[config.mk]
export PLATFORM = sky130hd
export DESIGN_NAME = if_stage
export DESIGN_NICKNAME = d
export VERILOG_FILES = /design/src/rtl/rv_pkg.sv /design/src/rtl/if_id_reg.sv /design/src/rtl/if_stage.sv
export SDC_FILE = /design/constraint.sdc
export NUM_CORES = 1
export LEC_CHECK = 0
export BUFFER_PORTS_ARGS = -buffer_cell sky130_fd_sc_hd__buf_2
export CAP_MARGIN = 40
export CORE_MARGIN = 2
export CORE_UTILIZATION = 45
export CTS_CLUSTER_SIZE = 40
export DETAILED_ROUTE_END_ITERATION = 10
export MAX_ROUTING_LAYER = met4
export PLACE_DENSITY_LB_ADDON = 0.2
export SLEW_MARGIN = 15
export SYNTH_ARGS = -nofsm -noshare
export SYNTH_HDL_FRONTEND = slang
export SYNTH_HIERARCHICAL = 1
export SYNTH_SLANG_ARGS = --single-unit
export TNS_END_PERCENT = 30
[constraint.sdc]
create_clock -name clk -period 3.83 [get_ports clk]
set_input_delay 0 -clock clk [delete_from_list [all_inputs] [get_ports clk]]
set_output_delay 0 -clock clk [all_outputs]
set_load 0.01 [all_outputs]
[src/rtl/rv_pkg.sv]
// rtl/rv_pkg.sv - shared RV32I pipeline types, opcodes and immediate helpers
package rv_pkg;

  // Canonical bubble: addi x0, x0, 0
  localparam logic [31:0] NOP_ENC    = 32'h0000_0013;

  // Major opcodes used by fetch-side control-flow handling
  localparam logic [6:0]  OPC_BRANCH = 7'b1100011;
  localparam logic [6:0]  OPC_JAL    = 7'b1101111;
  localparam logic [6:0]  OPC_JALR   = 7'b1100111;

  // Contents of the IF/ID pipeline register
  typedef struct packed {
    logic [31:0] pc;
    logic [31:0] pc_plus4;
    logic [31:0] instr;
    logic        valid;
    logic        pred_taken;
  } ifid_t;

  // Sign-extended B-type immediate (bit 0 is always zero)
  function automatic logic [31:0] imm_b(input logic [31:0] instr);
    imm_b = {{20{instr[31]}}, instr[7], instr[30:25], instr[11:8], 1'b0};
  endfunction

  // Bubble value placed in a stage register when it holds no instruction
  function automatic ifid_t ifid_bubble(input logic [31:0] nop);
    ifid_t b;
    b.pc         = 32'h0000_0000;
    b.pc_plus4   = 32'h0000_0004;
    b.instr      = nop;
    b.valid      = 1'b0;
    b.pred_taken = 1'b0;
    ifid_bubble  = b;
  endfunction

endpackage

[src/rtl/if_id_reg.sv]
// rtl/if_id_reg.sv - IF/ID pipeline register with hold and flush controls
module if_id_reg
  import rv_pkg::*;
#(
  parameter logic [31:0] NOP_INSTR = rv_pkg::NOP_ENC
) (
  input  logic  clk,
  input  logic  rst,
  input  logic  hold,
  input  logic  flush,
  input  ifid_t d,
  output ifid_t q
);

  // Flush beats hold so a redirect during a stall still drops the wrong-path slot
  always_ff @(posedge clk or posedge rst) begin
    if (rst) begin
      q <= ifid_bubble(NOP_INSTR);
    end else if (flush) begin
      q <= ifid_bubble(NOP_INSTR);
    end else if (!hold) begin
      q <= d;
    end
  end

endmodule

[src/rtl/if_stage.sv]
// rtl/if_stage.sv - RV32I fetch stage: PC, imem address, IF/ID capture (optional FETCH_BTFN_PREDICT_EN)
module if_stage
  import rv_pkg::*;
#(
  parameter logic [31:0] RESET_PC  = 32'h0000_0000,
  parameter logic [31:0] NOP_INSTR = rv_pkg::NOP_ENC
) (
  input  logic        clk,
  input  logic        rst,
  input  logic        stall,
  input  logic        redirect_valid,
  input  logic [31:0] redirect_pc,
  output logic [31:0] imem_addr,
  input  logic [31:0] imem_rdata,
  output logic [31:0] ifid_pc,
  output logic [31:0] ifid_pc_plus4,
  output logic [31:0] ifid_instr,
  output logic        ifid_valid,
  output logic        ifid_pred_taken
);

  logic [31:0] pc;
  logic [31:0] pc_plus4;
  logic [31:0] next_pc;
  logic        pred_taken;
  ifid_t       ifid_d;
  ifid_t       ifid_q;

  // Sequential fetch address; wraps naturally at 2^32
  assign pc_plus4  = pc + 32'd4;
  assign imem_addr = pc;

`ifdef FETCH_BTFN_PREDICT_EN
  logic [31:0] pred_target;

  // Backward conditional branches (negative offset) are assumed to be loop edges
  assign pred_taken  = (imem_rdata[6:0] == OPC_BRANCH) && imem_rdata[31];
  assign pred_target = pc + imm_b(imem_rdata);
  // Low bits dropped so a half-word target cannot misalign the fetch PC
  assign next_pc     = pred_taken ? {pred_target[31:2], 2'b00} : pc_plus4;
`else
  assign pred_taken  = 1'b0;
  assign next_pc     = pc_plus4;
`endif

  // Program counter: redirect wins over stall, stall freezes fetch
  always_ff @(posedge clk or posedge rst) begin
    if (rst) begin
      pc <= {RESET_PC[31:2], 2'b00};
    end else if (redirect_valid) begin
      pc <= {redirect_pc[31:2], 2'b00};
    end else if (!stall) begin
      pc <= next_pc;
    end
  end

  assign ifid_d = '{pc, pc_plus4, imem_rdata, 1'b1, pred_taken};

  if_id_reg #(
    .NOP_INSTR (NOP_INSTR)
  ) u_if_id_reg (
    .clk   (clk),
    .rst   (rst),
    .hold  (stall),
    .flush (redirect_valid),
    .d     (ifid_d),
    .q     (ifid_q)
  );

  assign ifid_pc         = ifid_q.pc;
  assign ifid_pc_plus4   = ifid_q.pc_plus4;
  assign ifid_instr      = ifid_q.instr;
  assign ifid_valid      = ifid_q.valid;
  assign ifid_pred_taken = ifid_q.pred_taken;

endmodule

==> After elaboration in Yosys (flattened, before gate mapping) <==
Index checks and enable logic that the tools add are counted.
{ "totals": {"register_bits": 130, "latch_bits": 0, "ram_bits": 0, "romBits": 0, "inputBits": 68, "word_cells": 12, "mem_count": 0} }
{ "classes": {"n_addsub": 1, "mul": 0, "div": 0, "n_lt_le_gt_ge": 0, "n_eq_ne": 1, "shift": 0, "mux": 4, "bitwise": 0, "n_reduce_logical": 0} }
{ "op_table": {"columns": ["operator", "n"], "rows": [
  ["$mux 98", 2],
  ["$mux 32", 2],
  ["$add 32x3->32 const B", 1],
  ["$ne 2x1->1 const B", 1]
]} }

==> Longest topological paths before layout <==
{ "depth": {"depth_word": 3, "mapped_depth": 9, "mapped_depth_nobuf": 7} }

==> Hierarchy <==
Netlist, hierarchy kept.
{ "by_module_without_submodules": {"columns": ["mod", "instances", "cells_per_inst", "area_per_inst_um2", "seq_area_each_um2"], "rows": [
  ["if_id_reg", 1, 317, 4050.1, 2457.4],
  ["if_stage", 1, 287, 2338.5, 750.7]
]} }

==> Worst setup path after synthesis <==
Ideal clock, no wire load.
{ "synth_timing": {"path_type": "flip-flop to flip-flop", "from": "register pc[2], in the netlist imem_addr[2]", "to": "register u_if_id_reg/q[58] in the netlist's numbering", "setup_ns": 0.121, "arrival_time_ns": 2.078, "required_ns": 3.709, "path_slack_ns": 1.630, "stages_incl_launch_ff": 8, "path_buffers": 0, "cell_sequence": "dfrtp_1 -> ha_1 -> nand4_1 -> nor4_2 -> nor4b_1 -> xor2_1 -> mux2i_1 -> nor2_1"} }
{ "synth_via": {"elab_chain_cells": 3} }
{ "synth_rtl": {"columns": ["item", "line", "source"], "rows": [
  ["start: declaration", "if_stage.sv:22", "logic [31:0] pc;"],
  ["start signal: assignment", "if_stage.sv:49", "pc <= {RESET_PC[31:2], 2'b00};"],
  ["start signal: assignment", "if_stage.sv:51", "pc <= {redirect_pc[31:2], 2'b00};"],
  ["start signal: assignment", "if_stage.sv:53", "pc <= next_pc;"],
  ["$add 32x3->32", "if_stage.sv:30", "assign pc_plus4 = pc + 32'd4;"],
  ["named net next_pc[24]", "if_stage.sv:24", "logic [31:0] next_pc;"],
  ["$mux 98", "if_id_reg.sv:21", "end else if (!hold) begin"],
  ["$mux 98", "if_id_reg.sv:19", "end else if (flush) begin"],
  ["end signal: assignment", "if_id_reg.sv:18", "q <= ifid_bubble(NOP_INSTR);"],
  ["end signal: assignment", "if_id_reg.sv:20", "q <= ifid_bubble(NOP_INSTR);"],
  ["end: declaration", "if_id_reg.sv:12", "output ifid_t q"]
]} }
The timed path passes the listed nets, and every way through them passes these cells. The select of a mux whose other input is x is not followed.
A chain may end at the register's enable or synchronous reset.

==> Final worst setup path <==
Same ends and word-level chain as after synthesis.

==> summary.md <==
| Metric | Value |
|---|---|
| Share of synthesized area spent on multiplexers | `14.88%` |
| Clock Latency Late Sink | `420 ps` |
| Sequential cell area fraction in the yosys report | `50.22%` |
| Number of max-capacitance violations reported | `0` |
| Launching element type of the critical path | `register` |
| Area overhead of the layout relative to synthesis | `34.37%` |
| Total GRT Usage | `23.99%` |
| Clock-pin slew of the registers on the worst-case setup and hold paths | `60 ps` |
| Buf+Inv Stages, Crit Path | `1` |
| Post-synth ARST share | `100.0%` |
| Capturing element type of the critical path | `register` |
| Met1 usage | `30.74%` |
| Relative slew slack | `44.99%` |
| Pwr dens | `440.0 nW/um2` |
| Post-detailed-route count of antenna-violating nets | `0` |
| Worst path slowest cell | `sky130_fd_sc_hd__dfrtp_1` |
| Setup-violating endpoint count in the final report | `0` |
| Vias | `5501` |
| Area share of xor/xnor cells in the synthesized design | `5.210%` |
| Clk_skew | `7.823 ps` |
| Ordered list of cells on the worst path | `ha_1 -> nand4_1 -> nor4_2 -> buf_4 -> nor4b_1 -> xor2_1 -> mux2i_1 -> nor2_1` |
| Post-synth EDFFs | `0` |
| Diode insertion count for antenna repair | `0` |
| Count of input and output buffers | `193` |
| Max-slew violation total from the final report | `0` |
| Synthesis warning total | `6` |
| Critical path arrival | `2710 ps` |
| CTS tree | `built` |
| Pin count of the biggest net entering global routing | `86` |
| Number of buffers created by CTS | `17` |
| Unrepaired setup endpoints after global routing | `false` |
| Floorplan row count | `43` |
| Worst ir drop on vdd | `0.2723 mV` |
| DRC violation total after the first TritonRoute iteration | `330` |
| Final critical-path share of the clock period | `63.24%` |
| Overflow after GRT | `0` |
| WP data required | `4120 ps` |
| Number of cells produced by synthesis | `604` |
| Achievable frequency | `412.9 MHz` |
| Run status | `finished clean` |
| Core utilization of the finished layout | `61.84%` |
| Busiest layer in global routing | `met2` |
| Leakage power | `4.312 nW` |
| Core Area | `13880 um2` |
| Post-synthesis adder-cell area fraction | `0.1958%` |
| Starting density of the core | `46.02%` |
| Clock Tree Root | `sky130_fd_sc_hd__clkbuf_16` |
| Grt met3 use | `5.443%` |
| Die ar. | `15170 um2` |
| Post-synthesis simple-gate area fraction | `18.35%` |
| Cell area reported after detailed placement | `7356 um2` |
| Largest fanout on the critical path | `9` |
| Startpoint-to-endpoint class of the critical path | `reg -> reg` |
| M2 GR Usage | `37.57%` |
| Dominant register cell in the synthesized netlist | `sky130_fd_sc_hd__dfrtp_1` |
| Final routed wire length divided by cell count | `16.50 um` |
| First-pass GRT wire length | `27190 um` |
| Drt pass-1 iters | `4` |
| Number of top-level design ports | `198` |
| Synthesized flop and latch total | `128` |
| Worst Hold Class | `in -> reg` |
| # H-tree levels | `4` |
| Via density | `5.289` |
| Synth Area in Compound Gates | `5.131%` |
| Main combinational cell family by area after synthesis | `simple AND/OR/NAND/NOR gates` |
| Width of the die | `123.2 um` |
| Final design area excluding fillers | `8584 um2` |
| Post-synthesis area per instance | `10.58 um2` |
| Final period demand of the worst path | `2422 ps` |
| Final hold viol count | `0` |
| Number of antenna violations at the first check in global routing | `0` |
| Post-synthesis instance area | `6389 um2` |
| Library cells used by synthesis | `45` |
| Routability congestion estimate from global placement | `0.8789` |
| Final routed wirelength across all metal layers | `17160 um` |
| Measured slew at the worst slew-check pin | `825.2 ps` |
| Aggregate negative setup slack | `0 ps` |
| Half-perimeter wire length after placement | `11460 um` |
| Pre-CTS setup slack | `1452 ps` |
| DRC Markers | `0` |
| Fin worst setup slack | `1408 ps` |
| Clock sink count | `128` |
| Net count reported at finish | `916` |
| Proportion of layout cells with a drive suffix above 1 | `28.26%` |
| Delay-heaviest family, CP | `simple AND/OR/NAND/NOR gates` |
| Largest buffer count on any clock path | `2` |
| Number of global-route vias before repair | `5393` |
| Slowest stage delay, CP | `520 ps` |
| Height of the die | `123.2 um` |
==> layer usage <==
layer,up-vias,wire length (um)
met5,-,0
met4,0,357
met3,31,980
met2,196,8471
met1,2674,7355
li1,2600,-
==> sequential cells by signal, summed over array words and instances (netlist names) <==
name	flops
u_if_id_reg/q	98
imem_addr	30
==> through the flow <==
| stage | hold WS (ps) | power, mW | cells |
|---|---|---|---|
| after floorplan | 90.81 | 1.913 | 610 |
| after global placement | 147.8 | 2.097 | 943 |
| after detailed placement | 148.0 | 2.119 | 945 |
| after CTS | 149.8 | 3.807 | 1040 |
| after global routing | 173.5 | 3.954 | 1040 |
| final | 132.6 | 3.777 | 1040 |
==> power breakdown <==
part | internal (mW) | switching (mW)
clock | 1.05 | 0.580
sequential | 1.46 | 0.123
combinational | 0.266 | 0.302
total | 2.77 | 1.01
==> Yosys cell counts, types with 12 or more instances <==
master | count | area, um2
sky130_fd_sc_hd__mux2i_1 | 95 | 950.9
sky130_fd_sc_hd__xor2_1 | 19 | 166.4
sky130_fd_sc_hd__or4_1 | 15 | 112.6
sky130_fd_sc_hd__xnor2_1 | 19 | 166.4
sky130_fd_sc_hd__nor2_1 | 117 | 439.2
sky130_fd_sc_hd__a31oi_1 | 15 | 93.84
sky130_fd_sc_hd__dfrtp_1 | 124 | 3103
sky130_fd_sc_hd__nand4_1 | 12 | 75.07
sky130_fd_sc_hd__o21ai_0 | 17 | 85.08
sky130_fd_sc_hd__nand3_1 | 13 | 65.06
sky130_fd_sc_hd__nand2_1 | 32 | 120.1
sky130_fd_sc_hd__clkbuf_1 | 18 | 67.56
==> worst register-to-register path, cell delays in order, from the launching register on <==
cell	delay (ps)
sky130_fd_sc_hd__dfrtp_1	520
sky130_fd_sc_hd__ha_1	300
sky130_fd_sc_hd__nand4_1	240
sky130_fd_sc_hd__nor4_2	270
sky130_fd_sc_hd__buf_4	210
sky130_fd_sc_hd__nor4b_1	430
sky130_fd_sc_hd__xor2_1	120
sky130_fd_sc_hd__mux2i_1	140
sky130_fd_sc_hd__nor2_1	50
==> cells in the final DEF (no fill, tap or decap), types with 3 or more instances in the layout <==
master                            n
sky130_fd_sc_hd__nor2b_1          6
sky130_fd_sc_hd__a31oi_1         15
sky130_fd_sc_hd__nand2_1         32
sky130_fd_sc_hd__clkinvlp_4       3
sky130_fd_sc_hd__xnor2_1         19
sky130_fd_sc_hd__buf_2          191
sky130_fd_sc_hd__o21ai_0         17
sky130_fd_sc_hd__dfrtp_1        124
sky130_fd_sc_hd__nor2_1         117
sky130_fd_sc_hd__clkbuf_16       17
sky130_fd_sc_hd__nand3_1         13
sky130_fd_sc_hd__clkinv_2         5
sky130_fd_sc_hd__inv_1            6
sky130_fd_sc_hd__xor2_1          19
sky130_fd_sc_hd__nor4_1          11
sky130_fd_sc_hd__conb_1           8
sky130_fd_sc_hd__a211o_1          4
sky130_fd_sc_hd__mux2i_1         95
sky130_fd_sc_hd__buf_4            6
sky130_fd_sc_hd__or3_1            6
sky130_fd_sc_hd__dlygate4sd3_1   63
sky130_fd_sc_hd__nor3_1           7
sky130_fd_sc_hd__bufinv_16        3
sky130_fd_sc_hd__and4_1           5
sky130_fd_sc_hd__or4_1           15
sky130_fd_sc_hd__o31ai_1         10
sky130_fd_sc_hd__nand4_1         12
sky130_fd_sc_hd__dfstp_2          4
==> worst paths after layout <==
path / slack (ps) / cells past startpoint / from / endpoint
worst min-delay path: 130 / 3 / stall / u_if_id_reg/q[70]$_DFFE_PP0P_
worst max register to register: 1410 / 8 / imem_addr[2]$_DFFE_PP0N_ / u_if_id_reg/q[58]$_DFFE_PP0P_
min in group asynchronous: 250 / 4 / rst / imem_addr[14]$_DFFE_PP0N_
worst max-delay path: 1410 / 8 / imem_addr[2]$_DFFE_PP0N_ / u_if_id_reg/q[58]$_DFFE_PP0P_
max in group asynchronous: 2520 / 4 / rst / u_if_id_reg/q[36]$_DFFE_PP1P_
worst min register to register: 520 / 2 / u_if_id_reg/q[46]$_DFFE_PP0P_ / u_if_id_reg/q[46]$_DFFE_PP0P_
==> area by class of cell <==
cell class | count | area (um2)
fill | 1181 | 5296
sequential | 128 | 3208
multi-input combinational | 430 | 2826
timing repair buffer | 263 | 1698
clock buffer | 21 | 460.4
tap | 180 | 225.2
clock inverter | 11 | 137.6
inverter | 7 | 28.78
==> cells by family after synthesis <==
| family | after synthesis |
|---|---|
| xor gates and xnor gates | 38 |
| adders and majority gates | 1 |
| AOI/OAI and AO/OA | 51 |
| and+or+nand+nor | 237 |
| muxes | 95 |
| other | 2 |
| DFF | 128 |
| buffers and inverters | 52 |
==> repair_timing <==
| item | in CTS | in global routing |
|---|---|---|
| resized for setup | 0 | 0 |
| hold endpoints to repair | 151 | 0 |
| setup buffers | 0 | 0 |
| hold buffers | 63 | 0 |
Note: power is estimated with default switching activity, not from simulation.
